[src/rtl/fpu_pkg.sv]
// Shared definitions for the FP execute-stage hazard logic: forwarding select codes, FSM encoding.
// Latency: n/a (declarations only).
// Backpressure: n/a.
package fpu_pkg;

  localparam int REG_AW_DEF = 5;
  localparam int CNT_W      = 6;

  // Operand mux select codes; 2'b11 is never driven
  localparam logic [1:0] FWD_RF  = 2'b00;
  localparam logic [1:0] FWD_WB  = 2'b01;
  localparam logic [1:0] FWD_MEM = 2'b10;

  typedef enum logic [1:0] {
    ST_IDLE = 2'd0,
    ST_BUSY = 2'd1,
    ST_DONE = 2'd2
  } fsm_state_t;

endpackage

[src/rtl/fpu_fwd_sel.sv]
// Per-operand forwarding select: picks MEM, then WB, else register file for one EX source.
// Latency: purely combinational, zero cycles.
// Backpressure: none; follows its inputs every cycle.
module fpu_fwd_sel
  import fpu_pkg::*;
#(
  parameter int REG_AW = REG_AW_DEF
) (
  input  logic              i_use,
  input  logic [REG_AW-1:0] i_rs,
  input  logic              i_mem_wr,
  input  logic [REG_AW-1:0] i_mem_rd,
  input  logic              i_wb_wr,
  input  logic [REG_AW-1:0] i_wb_rd,
  output logic [1:0]        o_sel
);

  // MEM is the younger producer so it beats WB; f0 is an ordinary register here
  always_comb begin
    o_sel = FWD_RF;
    if (i_use && i_mem_wr && (i_mem_rd == i_rs)) begin
      o_sel = FWD_MEM;
    end else if (i_use && i_wb_wr && (i_wb_rd == i_rs)) begin
      o_sel = FWD_WB;
    end
  end

endmodule

[src/rtl/fpu_hazard_ctrl.sv]
// FP execute hazard control: operand forwarding selects, load-use stall, FDIV/FSQRT sequencing.
// Latency: forwarding/stall combinational; mc_done follows mc_start by MC_CYCLES cycles.
// Backpressure: stall_id holds IF/ID for one load-use cycle and for the whole issue+BUSY window.
module fpu_hazard_ctrl
  import fpu_pkg::*;
#(
  parameter int MC_CYCLES = 12,
  parameter int REG_AW    = REG_AW_DEF
) (
  input  logic              clk,
  input  logic              rst_n,
  input  logic              flush,
  input  logic              id_valid,
  input  logic [REG_AW-1:0] id_rs1,
  input  logic [REG_AW-1:0] id_rs2,
  input  logic [REG_AW-1:0] id_rs3,
  input  logic              id_use_rs1,
  input  logic              id_use_rs2,
  input  logic              id_use_rs3,
  input  logic              id_is_mc,
  input  logic              ex_is_fload,
  input  logic [REG_AW-1:0] ex_rd,
  input  logic              mem_fp_wr,
  input  logic              wb_fp_wr,
  input  logic [REG_AW-1:0] mem_rd,
  input  logic [REG_AW-1:0] wb_rd,
  output logic [1:0]        forward_x,
  output logic [1:0]        forward_y,
  output logic [1:0]        forward_z,
  output logic              stall_id,
  output logic              mc_start,
  output logic              mc_busy,
  output logic              mc_done
);

  logic [REG_AW-1:0] r_ex_rs1, r_ex_rs2, r_ex_rs3;
  logic              r_ex_use1, r_ex_use2, r_ex_use3, r_ex_mc;
  fsm_state_t        r_state, w_state_nxt;
  logic [CNT_W-1:0]  r_count, w_count_nxt;
  logic              w_lu, w_issue;

  // Load-use: ID reads the register an FLW in EX is about to produce; masked while in reset
  assign w_lu = rst_n & id_valid & ex_is_fload &
                ((id_use_rs1 & (id_rs1 == ex_rd)) |
                 (id_use_rs2 & (id_rs2 == ex_rd)) |
                 (id_use_rs3 & (id_rs3 == ex_rd)));

  // A multi-cycle op sitting in EX launches this cycle unless it is being flushed
  assign w_issue = (r_state == ST_IDLE) & r_ex_mc & ~flush;

  // EX source copy: flush kills, BUSY holds, otherwise capture ID or insert a bubble
  always_ff @(posedge clk) begin
    if (!rst_n) begin
      r_ex_rs1  <= '0;
      r_ex_rs2  <= '0;
      r_ex_rs3  <= '0;
      r_ex_use1 <= 1'b0;
      r_ex_use2 <= 1'b0;
      r_ex_use3 <= 1'b0;
      r_ex_mc   <= 1'b0;
    end else if (flush) begin
      r_ex_use1 <= 1'b0;
      r_ex_use2 <= 1'b0;
      r_ex_use3 <= 1'b0;
      r_ex_mc   <= 1'b0;
    end else if (r_state != ST_BUSY) begin
      if (id_valid && !stall_id) begin
        r_ex_rs1  <= id_rs1;
        r_ex_rs2  <= id_rs2;
        r_ex_rs3  <= id_rs3;
        r_ex_use1 <= id_use_rs1;
        r_ex_use2 <= id_use_rs2;
        r_ex_use3 <= id_use_rs3;
        r_ex_mc   <= id_is_mc;
      end else begin
        r_ex_use1 <= 1'b0;
        r_ex_use2 <= 1'b0;
        r_ex_use3 <= 1'b0;
        r_ex_mc   <= 1'b0;
      end
    end
  end

  // Sequencer state and busy counter registers
  always_ff @(posedge clk) begin
    if (!rst_n) begin
      r_state <= ST_IDLE;
      r_count <= '0;
    end else begin
      r_state <= w_state_nxt;
      r_count <= w_count_nxt;
    end
  end

  // Next state: count loads MC_CYCLES-1 at issue and BUSY exits at 1, so it never wraps
  always_comb begin
    w_state_nxt = r_state;
    w_count_nxt = r_count;
    case (r_state)
      ST_IDLE: begin
        if (w_issue) begin
          w_state_nxt = ST_BUSY;
          w_count_nxt = CNT_W'(MC_CYCLES - 1);
        end
      end
      ST_BUSY: begin
        if (flush) begin
          w_state_nxt = ST_IDLE;
        end else if (r_count == CNT_W'(1)) begin
          w_state_nxt = ST_DONE;
        end else begin
          w_count_nxt = r_count - CNT_W'(1);
        end
      end
      ST_DONE: w_state_nxt = ST_IDLE;
      default: w_state_nxt = ST_IDLE;
    endcase
  end

  // Outputs: DONE ignores flush because the result's writeback is already committed
  always_comb begin
    mc_start = w_issue;
    mc_busy  = (r_state == ST_BUSY);
    mc_done  = (r_state == ST_DONE);
    stall_id = w_lu | (r_state == ST_BUSY) | w_issue;
  end

  fpu_fwd_sel #(.REG_AW(REG_AW)) u_fwd_x (
    .i_use(r_ex_use1), .i_rs(r_ex_rs1),
    .i_mem_wr(mem_fp_wr), .i_mem_rd(mem_rd),
    .i_wb_wr(wb_fp_wr), .i_wb_rd(wb_rd),
    .o_sel(forward_x)
  );

  fpu_fwd_sel #(.REG_AW(REG_AW)) u_fwd_y (
    .i_use(r_ex_use2), .i_rs(r_ex_rs2),
    .i_mem_wr(mem_fp_wr), .i_mem_rd(mem_rd),
    .i_wb_wr(wb_fp_wr), .i_wb_rd(wb_rd),
    .o_sel(forward_y)
  );

  fpu_fwd_sel #(.REG_AW(REG_AW)) u_fwd_z (
    .i_use(r_ex_use3), .i_rs(r_ex_rs3),
    .i_mem_wr(mem_fp_wr), .i_mem_rd(mem_rd),
    .i_wb_wr(wb_fp_wr), .i_wb_rd(wb_rd),
    .o_sel(forward_z)
  );

endmodule

[config.mk]
export PLATFORM = sky130hd
export DESIGN_NAME = fpu_hazard_ctrl
export DESIGN_NICKNAME = d
export VERILOG_FILES = /design/src/rtl/fpu_pkg.sv /design/src/rtl/fpu_fwd_sel.sv /design/src/rtl/fpu_hazard_ctrl.sv
export SDC_FILE = /design/constraint.sdc
export NUM_CORES = 1
export LEC_CHECK = 0
export BUFFER_PORTS_ARGS = -buffer_cell sky130_fd_sc_hd__buf_2
export CORE_ASPECT_RATIO = 0.6
export CORE_UTILIZATION = 48
export DETAILED_ROUTE_END_ITERATION = 10
export PLACE_DENSITY = 0.82
export SKIP_LAST_GASP = 1
export SYNTH_ARGS = -nofsm -noshare
export SYNTH_HDL_FRONTEND = slang
export SYNTH_SLANG_ARGS = --single-unit
[constraint.sdc]
create_clock -name clk -period 5.3 [get_ports clk]
set_input_delay 0.795 -clock clk [delete_from_list [all_inputs] [get_ports clk]]
set_output_delay 0.795 -clock clk [all_outputs]
set_load 0.01 [all_outputs]
# [Word level (Yosys, flattened, before mapping)]
# Index checks and enable logic that the tools add are counted.
[op_classes] n_addsub=1 n_mul=0 div_mod_pow=0 order_cmp=0 n_eq_ne=17 shift=0 muxes=18 n_bitwise=14 reduce_logical=20
[op_table] cell="5-bit == test" count=9
[op_table] cell="6-bit 2-to-1 mux" count=3
[op_table] cell="1-bit logical AND" count=13
[op_table] cell="2-bit 2-to-1 mux" count=6
[op_table] cell="6-bit case mux with 2 select lines" count=1
[op_table] cell="1-bit bitwise AND" count=8
[op_table] cell="1-bit 2-to-1 mux" count=7
[op_table] cell="6-bit by 1-bit == test with 1-bit output, second input constant" count=1
[op_table] cell="2-bit inequality test, second input constant" count=3
[op_table] cell="6-bit by 1-bit subtractor with 6-bit output, second input constant" count=1
[op_table] cell="1-bit OR" count=4
[op_table] cell="2-bit case mux with 2 select lines" count=1
[op_table] cell="4-bit AND reduction" count=1
[op_table] cell="3-bit by 2-bit inequality test with 1-bit output, second input constant" count=1
[op_table] cell="3-bit AND reduction" count=1
[op_table] cell="2-bit by 1-bit == test with 1-bit output, second input constant" count=1
[op_table] cell="2-bit == test, second input constant" count=1
[op_table] cell="2-bit zero test" count=1
[op_table] cell="2-bit by 1-bit inequality test with 1-bit output, second input constant" count=1
[op_table] cell="1-bit NOT" count=2
[op_table] cell="2-bit AND reduction" count=1
[op_table] cell="2-bit nonzero test" count=1
[op_table] cell="2-bit OR reduction" count=1
[op_table] cell="1-bit zero test" count=1
[totals] regBits=27 latch_bits=0 ramBits=0 mem_bits_ro=0 in_bits=41 word_cells=79 memories=0

# [Logic depth before layout (Yosys ltp)]
[logic_depth] ltp_word=10 mapped_depth=7

# [By module]
# From an unflattened synthesis, not the netlist that was laid out.
[hier_totals] hier_cells=204 area_unflattened_um2=1762.9
[modules_own_cells] mod="fpu_hazard_ctrl" instances=1 cells_per_inst=156 area_per_inst_um2=1368.8
[modules_own_cells] mod="fpu_fwd_sel" instances=3 cells_per_inst=16 area_per_inst_um2=131.4

# [Worst setup path after synthesis]
# OpenSTA, ideal clock, no wires.
[synth_path] path_type="in2out" start="input port rst_n" end="output port stall_id" arrival_time_ns=1.972 t_required_ns=4.505 slack_ns=2.533 cell_stages=6 path_buffers=1 path_cell_list="buf_4 -> nand3_4 -> or4_4 -> o21ai_2 -> nor3_1 -> inv_1"
[synth_via] elab_chain_cells=5
[synth_lines] element="start, declared" line_no="fpu_hazard_ctrl.sv:11" source="input logic rst_n,"
[synth_lines] element="1-bit bitwise AND (3 in a row)" line_no="fpu_hazard_ctrl.sv:43" source="assign w_lu = rst_n & id_valid & ex_is_fload &"
[synth_lines] element="1-bit OR (2 in a row)" line_no="fpu_hazard_ctrl.sv:125" source="stall_id = w_lu | (r_state == ST_BUSY) | w_issue;"
[synth_lines] element="end, declared" line_no="fpu_hazard_ctrl.sv:30" source="output logic stall_id,"
# No other way between the ends.

# [Worst setup path in the final report]
# Same ends and word-level chain as after synthesis.

==> flow_summary_export.csv <==
group,metric,value,unit
timing,fin_crit,3.35,ns
layout,syn_to_final_growth,19.4,%
power_and_ir_drop,vdd_drop_max,0.184,mV
yosys,synthArstFlopShare,0,%
route,drcViolationCount,0,
yosys,yosys_warnings,0,
timing,hold_violations,0,
placement,globalplace.congestion,0.881,
global_routing,grt_max_degree,37,
clock_network,clock-sinks,27,
clock_network,cts_tree,"done",
placement,place_inst,289,
timing,hold_ws,0.513,ns
global_routing,antenna_found_initial,0,
timing,rsz0062_at_grt,"no",
route,drt_iter0_drc,106,
yosys,yosysUniqueCellTypes,30,
die,io_pins,51,
route,avgRoutedWirePerCell,14.7,um
yosys,syn_inst,198,
layout,final_layout_size_suffix_gt1_share,24.2,%
yosys,netlist_area,1720,um^2
yosys,synth_seq_area_share,31.5,%
route,vias,1537,
timing,tightest_slew,0.662,ns
yosys,ys_top_cells_by_area,"dfxtp_1, xnor2_1, mux2i_1, nand2_1, xor2_1",
job,drv_cap,0,
setup_path,critical_path.max_fanout,36,
die,start_util,51.6,%
timing,finalCritPeriodShare,63.3,%
outcome,outcome,"finished, final reports clean",
global_routing,grt_use_total,24.8,%
clock_network,cts-resized-gates,0,
timing,setup_viol_count_final,0,
clock_network,clkSlewWorstSetupHoldPaths,0.09,ns
timing,slew_headroom,55.3,%
setup_path,path_class,"input pin to primary output",
yosys,syn-num-nets,241,
layout,fin_cells,293,
global_routing,grt_pass1_vias,1397,
route,finalWirelength,4.30,mm
yosys,synth-main-ff-cell,"dfxtp_1",
placement,io_buffers,50,
timing,fmax,298,MHz
yosys,synth_top_area_share,31.5,%
yosys,synth_edf_count,0,
clock_network,clock_latency,0.28,ns
timing,slew_violations,0,
setup_path,cp-end-kind,"primary output",
global_routing,grt_pass1_wl,7.07,mm
route,ant_nets,0,
clock_network,h-tree-depth,1,
setup_path,crit_required,4.51,ns
layout,diodes,0,
yosys,synth_top_area_cell,"dfxtp_1",
yosys,syn_avg_cell_area,8.66,um^2
clock_network,cts_root_buffer,"clkbuf_8",
clock_network,clk_path_buf_depth,2,
placement,placed_area,2000,um^2
clock_network,cts_buffers,3,
setup_path,start_kind,"input pin",
clock_network,cts_hold_buf,0,
die,core-area,3320,um^2
hold_path,hp-class,"flop to flop",
die,die_h,48.3,um
yosys,synth.top_cells.by_count,"xnor2_1, nand2_1, dfxtp_1, mux2i_1, nor2_1",
timing,layout_setup_ws,1.95,ns
timing,fin_worst_skew,0.0109,ns
placement,dp_hpwl,3.59,mm
die,die_width,79.2,um
setup_path,cp_data_arrival_time,2.56,ns
global_routing,grt_overflow,0,
die,std_cell_rows,16,
route,viasPerCell,5.25,
layout,fin_nets,292,
clock_network,cts_setup_buffers,0,
yosys,synth-seq-cells,27,
die,die-area,3820,um^2
power_and_ir_drop,p_per_area,213,nW/um^2
yosys,yosysMostFrequentCell,"xnor2_1",
layout,stdcell_area,2050,um^2
route,dr.pass1.iters,4,
power_and_ir_drop,p_leak,0.794,nW
placement,place_ws,1.96,ns
timing,setup_tns,0,ns
## through the flow
step,power (W),utilization (%)
detailed placement,0.000319,60.2
CTS,0.000438,61.6
global route,0.000460,61.6
global placement,0.000317,60.2
finish,0.000436,61.6
floorplan,0.000281,-
## layout make-up
class | count | area, um^2
inverter | 5 | 18.8
fill | 312 | 1270
sequential | 27 | 541
timing repair buffer | 51 | 258
multi-input combinational | 161 | 1130
tap | 45 | 56.3
clock inverter | 1 | 7.51
clock buffer | 3 | 41.3
## layout by cell type, fill, tap and decap left out, types with 2 or more instances in the layout
master    synthesis  routed
buf_2             0      50
xnor2_1          39      39
nand2_1          32      32
dfxtp_1          27      27
mux2i_1          15      15
nor2_1           13      13
nand3_1          10      10
xor2_1           10      10
nand4_1           9       9
nor3_1            7       7
inv_1             5       5
a32o_1            4       4
nor4_1            3       3
clkbuf_8          0       3
nor2b_1           2       2
nand2b_1          2       2
and3_1            2       2
ha_1              2       2
## power breakdown
group | switching (W) | internal [W] | total [W]
clock | 0.0000663 | 0.0000534 | 0.000120
combinational | 0.0000470 | 0.0000460 | 0.0000929
sequential | 0.0000118 | 0.000211 | 0.000223
## worst max-delay path: stages
cell	delay (ns)
buf_2	0.50
nand3_4	0.13
or4_4	0.56
o21ai_2	0.21
nor3_1	0.14
inv_1	0.09
buf_2	0.12
## per-layer routing
layer  GRT usage [%]  part of all wire, %
met5               0                    0
met3            5.09                  6.2
met2            34.2                   40
met1            38.8                   53
met4            5.45                 0.54
## worst paths after layout
check	startpoint	end	cells after the start	slack, ns
hold reg to reg	r_ex_use1	r_ex_use1	1	0.51
hold / removal	r_ex_use1	r_ex_use1	1	0.51
setup / recovery	rst_n	stall_id	7	1.95
setup reg to reg	r_state[0]	r_ex_rs1[3]	6	3.51
## flip-flops by register name (all words and copies together) (netlist names)
register and cells:
r_ex_rs1 5, r_count 6, r_ex_mc 1, r_state 2
r_ex_use2 1, r_ex_rs3 5, r_ex_rs2 5, r_ex_use1 1
r_ex_use3 1
## cells by family (layout without fill, tap and decap cells)
logic type,after synthesis,in the layout,synth area share [%]
AO/OA/AOI/OAI,7,7,3.94
adder cells (fa/ha/maj),2,2,1.46
flip-flops,27,27,31.5
buffers and inverters,10,60,2.84
XOR/XNOR,49,49,25.0
multiplexers,15,15,8.75
AND/OR/NAND/NOR,88,88,26.5
(Power assumes the default switching activity.)
